$ cat src/rtl/uart_tx_arbiter.sv
// Round-robin arbiter that shares one UART TX byte stream between NREQ requesters.
// A grant is held for a whole packet (or MAX_BURST beats), then released once the TX core goes idle.
module uart_tx_arbiter #(
  parameter int NREQ      = 2,
  parameter int DW        = 8,
  parameter int MAX_BURST = 16
) (
  input  logic               wb_clk_i,
  input  logic               wb_rst_n,
  input  logic               enable,
  input  logic [NREQ-1:0]    req_valid,
  input  logic [NREQ*DW-1:0] req_data,
  input  logic [NREQ-1:0]    req_last,
  output logic [NREQ-1:0]    req_ready,
  output logic               tx_valid,
  output logic [DW-1:0]      tx_data,
  input  logic               tx_ready,
  input  logic               tx_busy,
  output logic [NREQ-1:0]    grant,
  output logic               arb_active
);

  localparam int IW = (NREQ > 1) ? $clog2(NREQ) : 1;
  localparam int CW = $clog2(MAX_BURST + 1);

  localparam logic [1:0] ST_IDLE  = 2'd0;
  localparam logic [1:0] ST_XFER  = 2'd1;
  localparam logic [1:0] ST_DRAIN = 2'd2;

  logic [1:0]      state;
  logic [NREQ-1:0] grant_q;
  logic [IW-1:0]   gidx_q;
  logic [IW-1:0]   rr_ptr;
  logic [CW-1:0]   beat_cnt;

  logic            found;
  logic [IW-1:0]   win_idx;
  logic [IW-1:0]   nxt_ptr;
  logic [NREQ-1:0] win_onehot;
  int              cand;
  logic            beat;
  logic            last_g;
  logic            burst_end;

  // Rotating priority search starting at rr_ptr
  always_comb begin
    found   = 1'b0;
    win_idx = '0;
    cand    = 0;
    for (int k = 0; k < NREQ; k++) begin
      cand = int'(rr_ptr) + k;
      if (cand >= NREQ) cand = cand - NREQ;
      if (!found && req_valid[IW'(cand)]) begin
        found   = 1'b1;
        win_idx = IW'(cand);
      end
    end
  end

  assign nxt_ptr    = (win_idx == IW'(NREQ - 1)) ? '0 : win_idx + IW'(1);
  assign win_onehot = {{(NREQ-1){1'b0}}, 1'b1} << win_idx;

  // Granted requester is passed straight through to the TX core while in XFER
  always_comb begin
    req_ready = '0;
    tx_valid  = 1'b0;
    tx_data   = '0;
    if (state == ST_XFER) begin
      tx_valid          = req_valid[gidx_q];
      req_ready[gidx_q] = tx_ready;
      if (req_valid[gidx_q]) tx_data = req_data[int'(gidx_q)*DW +: DW];
    end
  end

  assign beat       = (state == ST_XFER) && tx_valid && tx_ready;
  assign last_g     = req_last[gidx_q];
  assign burst_end  = (beat_cnt == CW'(MAX_BURST - 1));
  assign grant      = grant_q;
  assign arb_active = (state != ST_IDLE);

  always_ff @(posedge wb_clk_i or negedge wb_rst_n) begin
    if (!wb_rst_n) begin
      state    <= ST_IDLE;
      grant_q  <= '0;
      gidx_q   <= '0;
      rr_ptr   <= '0;
      beat_cnt <= '0;
    end else begin
      case (state)
        ST_IDLE: begin
          if (enable && found) begin
            state    <= ST_XFER;
            grant_q  <= win_onehot;
            gidx_q   <= win_idx;
            rr_ptr   <= nxt_ptr;
            beat_cnt <= '0;
          end
        end
        ST_XFER: begin
          if (beat) begin
            beat_cnt <= beat_cnt + CW'(1);
            if (last_g || burst_end) state <= ST_DRAIN;
          end
        end
        ST_DRAIN: begin
          // Wait for the frame on the wire to finish before anyone else may start
          if (!tx_busy) begin
            state   <= ST_IDLE;
            grant_q <= '0;
          end
        end
        default: begin
          state   <= ST_IDLE;
          grant_q <= '0;
        end
      endcase
    end
  end

endmodule

$ cat config.mk
export PLATFORM = sky130hd
export DESIGN_NAME = uart_tx_arbiter
export DESIGN_NICKNAME = d
export VERILOG_FILES = /design/src/rtl/uart_tx_arbiter.sv
export SDC_FILE = /design/constraint.sdc
export NUM_CORES = 1
export LEC_CHECK = 0
export ABC_AREA = 1
export BUFFER_PORTS_ARGS = -buffer_cell sky130_fd_sc_hd__buf_2
export CORE_ASPECT_RATIO = 1.1
export CORE_UTILIZATION = 46
export CTS_BUF_LIST = sky130_fd_sc_hd__clkbuf_4
export CTS_CLUSTER_SIZE = 30
export DETAILED_ROUTE_END_ITERATION = 8
export PLACE_DENSITY = 0.84
export SLEW_MARGIN = 20
export SYNTH_ARGS = -nofsm -noshare
export SYNTH_HDL_FRONTEND = slang
export SYNTH_SLANG_ARGS = --single-unit
$ cat constraint.sdc
create_clock -name wb_clk_i -period 1.6 [get_ports wb_clk_i]
set_input_delay 0.32 -clock wb_clk_i [delete_from_list [all_inputs] [get_ports wb_clk_i]]
set_output_delay 0.32 -clock wb_clk_i [all_outputs]
set_load 0.01 [all_outputs]
==> summary.md <==
| Metric | Value |
|---|---|
| Post-synthesis xor/xnor area fraction | `0%` |
| Worst-path clk slew | `0.08 ns` |
| GRT overflow | `0` |
| Worst-path maximum fanout | `5` |
| Most common cell after layout, fill and taps aside | `nand2_1` |
| Post-synthesis cell count | `113` |
| Syn_area_per_cell | `6.70 sq um` |
| Arrival time at the worst endpoint | `1.25 ns` |
| Worst setup EP type | `primary output` |
| Sequential element share of the synthesized area | `36.4%` |
| RSZ-0062 raised after global routing | `true` |
| FF-to-FF setup slack | `0.16 ns` |
| Iter 0 DRT Violations | `16` |
| Commonest cells after routing, fill and taps aside | `48 x nand2_1, 38 x buf_2, 10 x dfrtp_1` |
| Global-route wire length before repair | `2500 um` |
| Slew HR | `83.1%` |
| Status | `finished clean` |
| Fin area | `1110 sq um` |
| Total power | `1.61 mW` |
| Final period util | `97.8%` |
| Core Region | `1560 sq um` |
| Worst Skew | `0.00842 ns` |
| Synth Warn # | `0` |
| DRT Pass-1 Iters | `6` |
| TNS Setup | `0 ns` |
| Max Slew Vio Count | `0` |
| Synth area leaders | `dfrtp_1 36%, nand2_1 25%, nand3_1 6.0%` |
| Synth Cell Area | `757 sq um` |
| Share of cells above drive strength 1 | `43.2%` |
| GR Util All Layers | `20.2%` |
| Min cycle time layout | `1.57 ns` |
| CP Launch Type | `register` |
| Worst skew pair latency | `0.27 ns` |
| Crit-path most repeated cell | `nand2_4` |
| Final WS setup | `0.0346 ns` |
| Area growth syn-to-layout | `47.1%` |
| Initial core utilization | `48.6%` |
| Initial antenna violation count | `0` |
| CP max stage delay | `0.41 ns` |
| Worst Path Required | `1.28 ns` |
| Clock buffer depth | `2` |
| Hold Vio Cnt, Final | `0` |
| WL per Instance | `11.0 um` |
| #FFs+latches synth | `11` |
| Max_cap viols | `0` |
| Number of buffers created by CTS | `3` |
| Die H | `44.5 um` |
| Cell taking the most area after synthesis | `dfrtp_1` |
| Ant diodes | `0` |
| Largest net degree at the start of global routing | `12` |
| Placer's final routability congestion estimate | `0.833` |
| Dpl hpwl | `1380 um` |
| H-Tree Depth | `1` |
| Pwr dens | `1450 nW/um^2` |
| Placed Area | `975 sq um` |
| # DRC | `0` |
| Worst Setup Slack post-DPL | `0.142 ns` |
| Synth cell types | `19` |
| Hold crit path type | `input pin to register` |
| Kind of critical path | `register to primary output` |
| Simple-gate share of the synthesized area | `47.4%` |
| Synth Area in Adders | `3.31%` |
| I/O pin count | `39` |
| Largest family of logic cells by synthesized area | `simple AND/OR/NAND/NOR gates` |
| Root Buffer | `clkbuf_4` |
| Compound-Gate Fraction of Synth Area | `5.95%` |
| WHS | `0.337 ns` |
| Share of the synthesized area in the top cell type | `36.4%` |
| CTS tree | `yes` |
| Horiz. Die Dim | `40.7 um` |
| Number of vias per cell | `5.00` |
| Fmax | `0.639 GHz` |
| CTS sink cnt | `11` |
| Total die area | `1810 sq um` |
| Proportion of synthesized area in mux cells | `0%` |
| DRT Wirelength | `1970 um` |
| Vias in the first global route | `648` |
| Number of buffers added on ports | `38` |
| Site Rows | `15` |
| Antenna-violating nets left | `0` |
| Crit-path cells | `inv_2 -> nand2_2 -> nand2_4 -> nand2_4 -> a21oi_2 -> buf_2` |
| Final setup viols | `0` |
| Vias | `895` |
| Final nets | `190` |
| Worst-Margin Slew | `0.254 ns` |
| CP max stage cell | `dfrtp_1` |
| Syn Nets | `140` |
| P_leak | `0.653 nW` |
| Maximum VDD drop | `0.000905 V` |
[critical path: cells and delay by family, from the launching register on]
kind | cells | cell delay, ns
flops | 1 | 0.41
simple gates | 3 | 0.26
buf+inv | 2 | 0.22
compound gates | 1 | 0.10
[power by group]
part / switching [mW] / internal [mW] / total [mW] / leakage (nW)
Sequential: 0.0732 / 0.361 / 0.435 / 0.146
Clock: 0.0942 / 0.113 / 0.208 / 0.0184
Combinational: 0.589 / 0.381 / 0.970 / 0.489
[state kept, by name, indices dropped and copies added, names as in the netlist]
name	cells
beat_cnt	5
gidx_q	1
grant	2
rr_ptr	1
state	2
[per-layer routing]
layer / wire length [um] / track usage (%) / up-vias
li1: - / - / 456
met1: 880 / 26.7 / 417
met2: 1030 / 30.2 / 22
met3: 65 / 6.03 / 0
met4: 0 / 8.00 / 0
met5: 0 / 0 / -
[cell usage after synthesis (all sizes together)]
| cell type | number |
|---|---|
| nand4 | 1 |
| or2 | 2 |
| inv | 11 |
| a21oi | 8 |
| nand2 | 55 |
| nor2 | 7 |
| nand3 | 10 |
| nor3b | 1 |
| ha | 2 |
| o21ai | 1 |
| nor3 | 2 |
| clkbuf | 1 |
| buf | 1 |
| dfrtp | 11 |
[final timing paths]
| check | to | cells after the start | startpoint |
|---|---|---|---|
| worst max-delay path | tx_data[3] | 6 | gidx_q$_DFFE_PN0P_ |
| worst min-delay path | beat_cnt[1]$_DFFE_PN0P_ | 3 | tx_ready |
| worst max register to register | state[1]$_DFFE_PN0P_ | 10 | beat_cnt[0]$_DFFE_PN0P_ |
| worst min register to register | beat_cnt[4]$_DFFE_PN0P_ | 2 | beat_cnt[4]$_DFFE_PN0P_ |
| max in group asynchronous | state[0]$_DFFE_PN0P_ | 2 | wb_rst_n |
| min in group asynchronous | beat_cnt[1]$_DFFE_PN0P_ | 2 | wb_rst_n |
[kinds of logic after synthesis]
logic type | Yosys count
and+or+nand+nor | 78
buffers and inverters | 13
AOI/OAI and AO/OA | 9
DFF | 11
adders and majority gates | 2
[stage by stage]
stage | util (%) | cells
5_1_grt | 71.5 | 179
6_report | 71.5 | 179
3_5_place_dp | 62.6 | 168
3_3_place_gp | 62.6 | 168
4_1_cts | 67.1 | 176
2_1_floorplan | - | 113
[what timing repair did]
action	4_1_cts	5_1_grt
pin swaps	0	2
buffers inserted	3	2
gates resized for setup	3	13
hold buffers	1	0
setup endpoints to repair	9	10
hold endpoints to repair	11	0
cloned	0	1
[final cells by class]
type	instances	area, sq um
clock buffer	4	30.0
fill	145	444
inverter	11	43.8
multi-input combinational	90	485
sequential	11	277
tap	17	21.3
timing repair buffer	46	256
Power figures use the tool's default switching activity.
